**src/rtl/digital_trainer_kit.sv**
```systemverilog
// Two-input logic-gate trainer: seven combinational gate outputs plus a clocked lab
// monitor (registered gates, truth-table coverage, saturating input-change counter).
module digital_trainer_kit #(
    parameter int SYNC_STAGES = 2,
    parameter int CNT_W       = 8
) (
    input  logic             clk,
    input  logic             rst,
    input  logic             a,
    input  logic             b,
    output logic             and_out,
    output logic             or_out,
    output logic             not_a,
    output logic             nand_out,
    output logic             nor_out,
    output logic             xor_out,
    output logic             xnor_out,
    output logic [6:0]       gates_q,
    output logic [3:0]       seen_mask,
    output logic             all_seen,
    output logic [CNT_W-1:0] edge_count
);

    function automatic logic [6:0] gate_vec(input logic x, input logic y);
        return {~(x ^ y), x ^ y, ~(x | y), ~(x & y), ~x, x | y, x & y};
    endfunction

    assign and_out  = a & b;
    assign or_out   = a | b;
    assign not_a    = ~a;
    assign nand_out = ~(a & b);
    assign nor_out  = ~(a | b);
    assign xor_out  = a ^ b;
    assign xnor_out = ~(a ^ b);

    // ab_s packs the synchronized operands as {a_s, b_s}
    logic [1:0] ab_s;

    generate
        if (SYNC_STAGES == 0) begin : g_nosync
            assign ab_s = {a, b};
        end else begin : g_sync
            logic [1:0] sync_q [SYNC_STAGES];

            always_ff @(posedge clk or posedge rst) begin
                if (rst) begin
                    for (int i = 0; i < SYNC_STAGES; i++) sync_q[i] <= 2'b00;
                end else begin
                    sync_q[0] <= {a, b};
                    for (int i = 1; i < SYNC_STAGES; i++) sync_q[i] <= sync_q[i-1];
                end
            end

            assign ab_s = sync_q[SYNC_STAGES-1];
        end
    endgenerate

    logic [6:0]       gates_reg_q;
    logic [3:0]       seen_q, seen_d;
    logic             all_seen_q;
    logic [1:0]       prev_q;
    logic [CNT_W-1:0] count_q, count_d;

    always_comb begin
        seen_d  = seen_q | (4'b0001 << ab_s);
        count_d = count_q;
        // a two-bit compare makes a simultaneous a/b change a single increment
        if ((ab_s != prev_q) && (count_q != {CNT_W{1'b1}}))
            count_d = count_q + 1'b1;
    end

    always_ff @(posedge clk or posedge rst) begin
        if (rst) begin
            gates_reg_q <= 7'b0;
            seen_q      <= 4'b0;
            all_seen_q  <= 1'b0;
            prev_q      <= 2'b00;
            count_q     <= '0;
        end else begin
            gates_reg_q <= gate_vec(ab_s[1], ab_s[0]);
            seen_q      <= seen_d;
            all_seen_q  <= &seen_d;
            prev_q      <= ab_s;
            count_q     <= count_d;
        end
    end

    assign gates_q    = gates_reg_q;
    assign seen_mask  = seen_q;
    assign all_seen   = all_seen_q;
    assign edge_count = count_q;

endmodule

```
**config.mk**
```make
export PLATFORM = sky130hd
export DESIGN_NAME = digital_trainer_kit
export DESIGN_NICKNAME = d
export VERILOG_FILES = /design/src/rtl/digital_trainer_kit.sv
export SDC_FILE = /design/constraint.sdc
export NUM_CORES = 1
export LEC_CHECK = 0
export ABC_AREA = 1
export BUFFER_PORTS_ARGS = -buffer_cell sky130_fd_sc_hd__buf_2
export CAP_MARGIN = 0
export CORE_UTILIZATION = 45
export CTS_BUF_LIST = sky130_fd_sc_hd__clkbuf_8 sky130_fd_sc_hd__clkbuf_16
export CTS_CLUSTER_DIAMETER = 30
export CTS_CLUSTER_SIZE = 40
export DETAILED_ROUTE_END_ITERATION = 7
export GPL_TIMING_DRIVEN = 0
export PLACE_DENSITY = 0.71
export SYNTH_ARGS = -nofsm -noshare
export SYNTH_HDL_FRONTEND = slang
export SYNTH_SLANG_ARGS = --single-unit
```
**constraint.sdc**
```tcl
create_clock -name clk -period 3.08 [get_ports clk]
set_input_delay 0 -clock clk [delete_from_list [all_inputs] [get_ports clk]]
set_output_delay 0 -clock clk [all_outputs]
set_load 0.01 [all_outputs]
```
# After elaboration in Yosys (flattened, before gate mapping)

Index checks and enable logic that the tools add are counted.

Bitwise logic cells: 15
Equal/unequal tests: 2
Reductions and logical operators: 2
Shift-type cells: 1
$add $sub $neg: 1

Operator list:

| cell                                                              | number |
|---|---|
| 8-bit by 1-bit adder with 8-bit output, second input constant     | 1 |
| 8-bit != test, second input constant                              | 1 |
| 1-bit NOT                                                         | 8 |
| 4-bit OR                                                          | 1 |
| 4-bit AND reduction                                               | 1 |
| 1-bit by 2-bit << shifter with 4-bit output, first input constant | 1 |
| 1-bit AND                                                         | 2 |
| 2-bit != test                                                     | 1 |
| 1-bit OR                                                          | 2 |
| 1-bit bitwise XOR                                                 | 2 |
| 1-bit logical AND                                                 | 1 |

Output and inout bits: 27
Flip-flop bits (word level): 26
Bits of input ports: 4

# Logic depth before layout (Yosys ltp)

Depth after elaboration: 3
Depth in mapped cells: 8

# Least setup slack after synthesis

Ideal clock, no wire load.

Path kind: reg-to-reg
Start point: register count_q[0] (netlist: edge_count[0])
End point: register count_q[5] (netlist: edge_count[5])
Path slack: 1.760 ns
Data arrival time: 1.204 ns
Path buffers: 0
Stages on the path, launching flop included: 8
Cells stage by stage: dfrtp_1 > ha_1 > nand2_1 > clkinv_1 > nand3_4 > nand2_4 > nand2_1 > nand2_1

Word-level cells in the longest chain between the ends: 2
Elaborated cells between the ends (all ways): 3
Classes of those cells: 1 x add/sub; 1 x eq/ne; 1 x reduce/logical

Ends and longest elaborated chain:

| what                                                                                           | RTL line | text |
|---|---|---|
| start: declaration                                                                             | 62       | `logic [CNT_W-1:0] count_q, count_d;` |
| start signal: assignment                                                                       | 84       | `count_q <= count_d;` |
| parallel branches: the longest is 2 deep, another holds 8-bit by 1-bit adder with 8-bit output | -        |  |

Several ways; the timed one is not identified.
A chain may end at the register's enable or synchronous reset.

# Final worst setup path

Start point: register count_q[0] (netlist: edge_count[0])
End point: register count_q[2] (netlist: edge_count[2])

The elaborated chain is that of the path after synthesis.

==> flow_summary.toml <==
[yosys]
syn_inst = 132
syn-num-nets = 143
synth_area_leaders = "dfrtp_1, nand2_1, ha_1"
netlist_area_sq_um = 1160
yosysTopAreaCellShare_pct = 55.9
ys.warnings.count = 0
yosysSeqAreaShare_pct = 55.9
ys_types = 16
synth_top_area_cell = "dfrtp_1"
yosys_register_bits = 26
syn_area_per_cell_sq_um = 8.82

[critical_path]
cp_data_required_time_ns = 3.24
worstSetupStartpointType = "flop"
setup.worst_path.end_class = "flop"
cp_max_fo = 8
arrival_ns = 1.67
crit_top_cell = "nand2_1"
worstPathCellList = "ha_1, nand2_1, clkinv_1, nand3_4, nand2_4, nand2_1, nand2_1"
critPathMaxStageDelay_ns = 0.43
critPathKind = "reg2reg"
rr_worst_depth = 7
worst_path_max_delay_cell = "dfrtp_1"

[timing]
fin_crit_sh_pct = 48.9
rsz0062_at_grt = "false"
finalMaxSlewViolations = 0
worst_pin_slew_ns = 0.945
final_hold_viol_count = 0
layout_min_cycle_time_ns = 1.51
fin_ws_ns = 1.57
finalSetupTns_ns = 0
setup_viol = 0
clock-skew-final_ns = 0.00171
fmax_mhz = 664
slew_headroom_pct = 36.9

[die]
die_y_microns = 52.9
rows = 18
num_io_pins = 31
initial_core_util_pct = 47.4
die_area_sq_um = 2790
die_w_microns = 52.9
core-area_sq_um = 2450

[routing]
first_pass_iters = 4
vias = 923
routed_wirelength_microns = 2180
wl_per_cell_microns = 10.9
ant_nets = 0
drc = 0
drt_iter0_drc = 15
viasPerCell = 4.64

[run_status]
status = "completed"

[placed_design]
dp_hpwl_microns = 1540
gp_congestion = 0.851
dp_slack_ns = 1.63
post_dp_cell_area_sq_um = 1350
portBuffers = 30

[cells_and_area]
final_common_cell = "nand2_1"
final_nets = 181
mostFrequentLayoutCells = "nand2_1, buf_2, dfrtp_1"
seq_area_sq_um = 651
syn2layout_area_growth_pct = 24.8
n_fill_cell = 220
fin_area_sq_um = 1450
fin_util_pct = 59.2
multi_input_area_sq_um = 419
final_layout_size_suffix_gt1_share_pct = 24.9
antenna_cells = 0

[power]
pwr-share-comb_pct = 22.7
power.share.clock_pct = 30.3
p_int_uw = 642
swShare_pct = 31.3
p_seq_share_pct = 46.9
p_leak_uw = 0.000788
ir_drop_mv = 0.424
pwr_density_cell_nw_per_um2 = 643
power_switching_uw = 292

[global_route]
grt_pass1_wl_microns = 3860
grt_util_all_layers_pct = 19.4
antenna_found_initial = 0
first_global_vias = 921
overflow = 0
grt_max_degree = 27

[clock_network]
cts-htree-levels = 1
cts_tree = "built"
post-cts-setup-buffers = 0
cts_buffer_depth = 2
postCtsHoldBufs = 3
cts_inserted_buffers = 3
cts_num_sinks = 26
cts_resized = 0
clock_latency_ns = 0.27
clkTransAtPathRegs_ns = 0.09
root_buffer = "clkbuf_8"

[run]
cap_viol_max_count = 0

[worst_hold_path]
hold_class = "reg2reg"
hold_depth = 0
## state kept, by name, summed over array words and instances (netlist names)
| name | count |
|---|---|
| edge_count | 8 |
| gates_q | 7 |
| seen_mask | 4 |
| ab_s | 2 |
| g_sync.sync_q | 2 |
| prev_q | 2 |
| all_seen | 1 |
## critical path: cells and delay by family, from the launching register on
kind	cells	cell delay, ns
adders and majority gates	1	0.25
and+or+nand+nor	5	0.53
DFF	1	0.43
buffers and inverters	1	0.17
## through the flow
step / hold WS, ns / cells / power (uW)
2_1_floorplan: 0.0314 / 132 / 577
3_3_place_gp: 0.136 / 192 / 644
3_5_place_dp: 0.143 / 192 / 655
4_1_cts: 0.356 / 199 / 946
5_1_grt: 0.361 / 199 / 1000
6_report: 0.355 / 199 / 934
## cells in the mapped netlist, drive strengths merged
library cell  number
nand2             48
dfrtp             26
inv               24
nor2              11
nand3             10
ha                 7
or2                2
clkinv             1
nand3b             1
nor3               1
o21ai              1
## cell families (layout without fill, tap and decap cells)
logic type	count (synthesis)	after routing	synth area share (%)
flops	26	26	55.9
compound gates	1	1	0.430
buf+inv	25	62	8.06
simple gates	73	73	28.1
fa+ha+maj	7	7	7.53
## cell type report
class,count,area share [%]
Timing Repair Buffer,33,12.4
Inverter,25,6.46
Clock inverter,1,2.07
Multi-Input combinational cell,81,28.9
Clock buffer,3,2.84
Tap cell,30,2.58
Sequential cell,26,44.8
## layer usage
layer	share of wire, %	global-route usage [%]	up-vias
met2	49	33.1	25
met3	4.5	3.45	5
li1	-	-	462
met5	0	0	-
met4	2.1	10.1	0
met1	44	23.2	431
## worst paths after layout
check                                       from       endpoint  slack (ns)
worst max-delay path               edge_count[0]  edge_count[2]        1.57
max in group asynchronous                    rst  edge_count[3]        2.03
worst min-delay path            g_sync.sync_q[2]        ab_s[0]        0.35
min in group asynchronous                    rst     gates_q[5]        0.47
worst max register to register     edge_count[0]  edge_count[2]        1.57
worst min register to register  g_sync.sync_q[2]        ab_s[0]        0.35
## power by group through the flow
| stage | logic [uW] | clock network (uW) | registers (uW) |
|---|---|---|---|
| 2_1_floorplan | 121 | 0 | 456 |
| 3_3_place_gp | 201 | 0 | 443 |
| 3_5_place_dp | 210 | 0 | 445 |
| 4_1_cts | 215 | 292 | 439 |
| 5_1_grt | 250 | 300 | 450 |
| 6_report | 212 | 283 | 439 |
(Power assumes the default switching activity.)
